**config.mk**
```make
export PLATFORM = sky130hd
export DESIGN_NAME = uart_tx_arbiter
export DESIGN_NICKNAME = d
export VERILOG_FILES = /design/src/rtl/uart_tx_arbiter.sv
export SDC_FILE = /design/constraint.sdc
export NUM_CORES = 1
export LEC_CHECK = 0
export BUFFER_PORTS_ARGS = -buffer_cell sky130_fd_sc_hd__buf_2
export CORE_MARGIN = 1.5
export CORE_UTILIZATION = 50
export DETAILED_ROUTE_END_ITERATION = 6
export PLACE_DENSITY = 0.74
export SYNTH_ARGS = -nofsm -noshare
export SYNTH_HDL_FRONTEND = slang
export SYNTH_SLANG_ARGS = --single-unit
```
**constraint.sdc**
```tcl
create_clock -name CLK_50MHZ -period 2.3 [get_ports CLK_50MHZ]
set_input_delay 0.46 -clock CLK_50MHZ [delete_from_list [all_inputs] [get_ports CLK_50MHZ]]
set_output_delay 0.46 -clock CLK_50MHZ [all_outputs]
set_load 0.005 [all_outputs]
```
**src/rtl/uart_tx_arbiter.sv**
```systemverilog
// Round-robin arbiter sharing one UART transmitter among four byte producers.
// Defining UART_ARB_TIMEOUT_EN adds a WAIT-state watchdog that abandons a byte and flags TIMEOUT_ERR.
module uart_tx_arbiter #(
  parameter int unsigned TRG_LEN        = 4,
  parameter int unsigned GAP_LEN        = 0,
  parameter int unsigned TIMEOUT_CYCLES = 10000
) (
  input  logic        CLK_50MHZ,
  input  logic        RST,
  input  logic [3:0]  REQ,
  input  logic [31:0] DATA_BUS,
  output logic [3:0]  GNT,
  output logic [3:0]  SENT,
  output logic        BUSY,
  output logic [7:0]  UART_DATA,
  output logic        UART_TRG_WRITE,
  input  logic        UART_DONE,
  output logic        TIMEOUT_ERR
);

  typedef enum logic [1:0] {StIdle, StTrig, StWait, StGap} state_e;

  state_e      state_q;
  logic [1:0]  ptr_q;
  logic [1:0]  cur_q;
  logic [1:0]  win_idx;
  logic [1:0]  cand;
  logic        win_found;
  logic [15:0] cnt_q;
  logic        done_q;
  logic        done_rise;
  logic        finish;

  assign done_rise = UART_DONE & ~done_q;

  // First pending requester searching upward from ptr_q, wrapping mod 4.
  always_comb begin
    win_found = 1'b0;
    win_idx   = ptr_q;
    cand      = ptr_q;
    for (int k = 0; k < 4; k++) begin
      cand = ptr_q + 2'(k);
      if (!win_found && REQ[cand]) begin
        win_found = 1'b1;
        win_idx   = cand;
      end
    end
  end

`ifdef UART_ARB_TIMEOUT_EN
  logic [15:0] wd_q;
  logic        wd_hit;

  // A real DONE edge on the last watchdog cycle still wins over the timeout.
  assign wd_hit = (state_q == StWait) && !done_rise && (wd_q == 16'(TIMEOUT_CYCLES - 1));
  assign finish = done_rise | wd_hit;

  always_ff @(posedge CLK_50MHZ or posedge RST) begin
    if (RST) begin
      wd_q        <= '0;
      TIMEOUT_ERR <= 1'b0;
    end else begin
      if (state_q != StWait) wd_q <= '0;
      else                   wd_q <= wd_q + 16'd1;
      if (wd_hit) TIMEOUT_ERR <= 1'b1;
    end
  end
`else
  assign finish      = done_rise;
  assign TIMEOUT_ERR = 1'b0;
`endif

  always_ff @(posedge CLK_50MHZ or posedge RST) begin
    if (RST) begin
      state_q        <= StIdle;
      ptr_q          <= '0;
      cur_q          <= '0;
      cnt_q          <= '0;
      done_q         <= 1'b0;
      GNT            <= '0;
      SENT           <= '0;
      BUSY           <= 1'b0;
      UART_DATA      <= '0;
      UART_TRG_WRITE <= 1'b0;
    end else begin
      done_q <= UART_DONE;
      GNT    <= '0;
      SENT   <= '0;
      unique case (state_q)
        StIdle: begin
          if (win_found) begin
            cur_q          <= win_idx;
            UART_DATA      <= DATA_BUS[8*win_idx +: 8];
            GNT            <= 4'b0001 << win_idx;
            UART_TRG_WRITE <= 1'b1;
            BUSY           <= 1'b1;
            cnt_q          <= 16'(TRG_LEN - 1);
            state_q        <= StTrig;
          end
        end
        StTrig: begin
          if (cnt_q == 16'd0) begin
            UART_TRG_WRITE <= 1'b0;
            state_q        <= StWait;
          end else begin
            cnt_q <= cnt_q - 16'd1;
          end
        end
        StWait: begin
          if (finish) begin
            if (done_rise) SENT <= 4'b0001 << cur_q;
            ptr_q <= cur_q + 2'd1;
            if (GAP_LEN == 0) begin
              state_q <= StIdle;
              BUSY    <= 1'b0;
            end else begin
              cnt_q   <= 16'(GAP_LEN - 1);
              state_q <= StGap;
            end
          end
        end
        StGap: begin
          if (cnt_q == 16'd0) begin
            state_q <= StIdle;
            BUSY    <= 1'b0;
          end else begin
            cnt_q <= cnt_q - 16'd1;
          end
        end
        default: state_q <= StIdle;
      endcase
    end
  end

endmodule

```
; Word-level counts from Yosys, hierarchy flattened
; Cells that the tools add are included.
[classes]
magnitude_cmp = 4
n_addsub = 5
bitwise_logic = 3
mux = 32
reduce_logical = 17
shifts = 3
n_eq_ne = 8
[ops]
columns = op, count
row1 = $mux 16, 2
row2 = $pmux 16 s2, 1
row3 = $shiftx 32x6->8, 1
row4 = $logic_not 16->1, 1
row5 = $mux 4, 4
row6 = $sub 16x1->16 const B, 1
row7 = $mux 2, 7
row8 = $lt 2x3->1 const B, 4
row9 = $mux 1, 11
row10 = $ne 2x2->1 const B, 5
row11 = $bmux 1 s2, 4
row12 = $pmux 2 s4, 1
row13 = $reduce_and 4->1, 2
row14 = $shl 1x2->4 const A, 2
row15 = $reduce_and 3->1, 2
row16 = $add 2x1->2 const B, 2
row17 = $add 2x2->2 const B, 2
row18 = $eq 2x2->1 const B, 2
row19 = $reduce_and 2->1, 2
row20 = $logic_and 1x1->1, 3
row21 = $logic_not 1->1, 3
row22 = $pmux 1 s3, 1
row23 = $reduce_bool 3->1, 1
row24 = $eq 2x1->1 const B, 1
row25 = other kinds (6), 7
[totals]
wordCells = 82
regBits = 41
out_inout_bits = 19

; Logic depth before layout (Yosys ltp)
[depth]
word_depth = 15
depth_mapped = 7
ltp_nobuf = 7

; Least setup slack after synthesis
; OpenSTA, ideal clock, no wires.
[synth_timing]
path_type = reg-to-reg
from = register cnt_q[13]
to = register cnt_q[8]
required_ns = 2.168
slack_ns = 0.432
setup_time_ns = 0.132
arrival_ns = 1.736
stages_incl_launch_ff = 6
cell_sequence = dfrtp_1 > or4_2 > o21ai_0 > a21oi_1 > xnor2_1 > nor2_1
[synth_via]
elab_chain_len = 3
[synth_lines]
columns = item, line_no
row1 = "start, declared", 29  ; logic [15:0] cnt_q;
row2 = "start signal, assigned", 97  ; cnt_q <= 16'(TRG_LEN - 1);
row3 = "start signal, assigned", 106  ; cnt_q <= cnt_q - 16'd1;
row4 = "start signal, assigned", 117  ; cnt_q <= 16'(GAP_LEN - 1);
row5 = $logic_not 16->1, "102, 123"
row6 = $ne 2x2->1 (no line), -
row7 = $reduce_and 3->1 (no line), -
; No other way between the ends.
; A chain may end at the register's enable or synchronous reset.

; Final worst setup path
; Same ends and word-level chain as after synthesis.

==> summary.txt <==
Post-route DRC = 0
Clock-pin slew on the worst setup and hold paths = 0.07 ns
Worst endpoint required time = 2.48 ns
Main flop type after synthesis = dfrtp_1
PwrDens = 1170 mW/mm2
Critical path capture point type = flop
Syn-to-layout area delta = 21.5%
FMAX = 493 MHz
Min cycle time layout = 2.03 ns
Hold WS = 0.280 ns
Worst Tran Pin Value = 0.698 ns
CTS Hold Buffers Added = 0
Final hold violations = 0
Clock group share of total power = 0.149
Post-CTS Setup Inserts = 0
CP peak stage delay = 0.69 ns
Die width = 68.3 um
Starting Density = 0.525
Largest net degree at the start of global routing = 42
Final setup viols = 0
Drt total wl = 4370 um
Initial DRC Count = 66
Vias in the first global route = 1614
Post-route ant nets = 0
Via density = 5.44
Antenna diode count = 0
Result of the run = completed
Internal power = 1.83 mW
Leak = 1.32 nW
Synthesized flop and latch total = 41
Peak supply drop = 522 uV
Most frequent cells in the layout = 56 x buf_2, 41 x dfrtp_1, 24 x nand2_1, 19 x nor2_1, 19 x mux2i_1
Routability congestion estimate = 0.752
EDFF count, synth = 0
Switch Pwr = 1.20 mW
Routed wire per std cell = 13.3 um
1st-pass router iterations = 4
Register area share after synthesis = 0.481
Post-Route Utilization = 0.639
Cell Chain, Critical Path = or4_2 > o21ai_0 > a21oi_1 > xnor2_1 > nor2_1
Clock Path Buffers = 2
Max Cap Viol = 0
PortBufs = 56
WS Path Type = flop to flop
Sequential fraction of design power = 0.416
Total GRT Usage = 0.207
Final critical-path share of the clock period = 0.882
DP Area = 0.00251 mm2
Syn_nets = 258
Post_cts resized = 0
Die Area = 0.00466 mm2
Design Area, Final = 0.00259 mm2
Slew HR = 0.534
Top-level I/O count = 58
Sw Ratio = 0.396
R2R Setup Slk = 0.27 ns
# nets final = 322
Mapped Cells = 214
Synth unique cells = 40
First-pass GRT wire length = 7130 um
Worst Setup Start Kind = flop
Clock sinks = 41
HP Class = primary input to asynchronous set/reset pin
Root Driver = clkbuf_8
Grt ovf = 0
Unrepaired setup endpoints after global routing = false
Combinational Power Share = 0.435
Layout Skew = 0.00252 ns
Synthesis Warnings = 0
DR vias = 1791
FP Rows = 23
Synth Cell Area = 0.00213 mm2
Die Y-Extent = 68.3 um
Pins Over Slew Limit = 0
Critical path peak fanout = 5
CP arrival = 2.21 ns
Mean Syn Cell Area = 9.96 um2
Core area = 0.00406 mm2
Layout cells sized above 1 = 0.294
Initial antenna violation count = 0
H-tree depth = 2
Commonest non-fill, non-tap cell in the layout = buf_2
Asr flop ratio synth = 1.00
Slowest cell on crit path = or4_2
TritonCTS clock tree = done
Total CTS buffers = 5
Clock Latency Late Sink = 0.29 ns
Setup TNS = 0 ns
Hpwl dp = 3230 um
[critical path: cells and delay by family, from the launching register on]
kind            cells  cell delay [ns]
compound gates      2             0.60
simple gates        2             0.74
xor+xnor            1             0.17
flops               1             0.42
[flip-flops by register name, indices dropped and copies added, names as in the netlist]
name and cells:
cnt_q 16, UART_DATA 8, state_q 2, cur_q 2, BUSY 1, ptr_q 2, done_q 1, UART_TRG_WRITE 1
GNT 4, SENT 4
[power by group through the flow]
stage | registers, mW | logic [mW] | clock network (mW)
final | 1.26 | 1.32 | 0.451
after global routing | 1.29 | 1.51 | 0.497
after CTS | 1.25 | 1.33 | 0.464
after detailed placement | 1.26 | 1.32 | 0
after global placement | 1.26 | 1.31 | 0
after floorplan | 1.22 | 0.953 | 0
[layer usage]
| layer | vias up | wire length, um | track usage |
|---|---|---|---|
| li1 | 890 | - | - |
| met1 | 856 | 1920 | 0.268 |
| met2 | 39 | 2230 | 0.333 |
| met3 | 6 | 151 | 0.0493 |
| met4 | 0 | 69 | 0.0825 |
| met5 | - | 0 | 0 |
[area by class of cell]
class,instances,area (um2)
repair buffers,65,348
flip-flops and latches,41,1030
well taps,50,62.6
clock buffers,6,72.6
inverters,8,30.0
multi-input cells,157,1040
clock inverters,2,10.0
fillers,344,1470
[cells by family after synthesis]
family	count (synthesis)	share of synthesized area
buf+inv	16	0.0317
fa+ha+maj	5	0.0293
simple gates	81	0.190
other cells	1	0.00176
flops	41	0.481
xor+xnor	11	0.0452
mux	19	0.0892
compound gates	40	0.132
[through the flow]
stage          setup slack [ns]  instances  power, mW
3_3_place_gp              0.356        321       2.56
5_1_grt                   0.149        329       3.30
3_5_place_dp              0.309        321       2.59
6_report                  0.271        329       3.02
2_1_floorplan             0.432        214       2.18
4_1_cts                   0.285        329       3.05
[synthesized netlist by cell type (all sizes together) (5+ instances only)]
cell type  number  share of area
nor4            5          0.015
xor2            8          0.033
inv             8          0.014
o21ai          13          0.032
ha              5          0.029
nor3            7          0.016
nor2           19          0.033
nand2          24          0.042
mux2i          19          0.089
a21oi           6          0.014
dfrtp          41           0.48
buf             5          0.012
o221ai          9          0.037
[final timing paths]
| kind | startpoint | to | cells after the start |
|---|---|---|---|
| max | cnt_q[13] | cnt_q[8] | 5 |
| min | RST | cnt_q[14] | 3 |
| max reg2reg | cnt_q[13] | cnt_q[8] | 5 |
| min reg2reg | UART_TRG_WRITE | UART_TRG_WRITE | 1 |
| max in group asynchronous | RST | cnt_q[0] | 3 |
| min in group CLK_50MHZ | UART_DONE | done_q | 1 |
No activity file was read; power rests on OpenSTA's default activity.
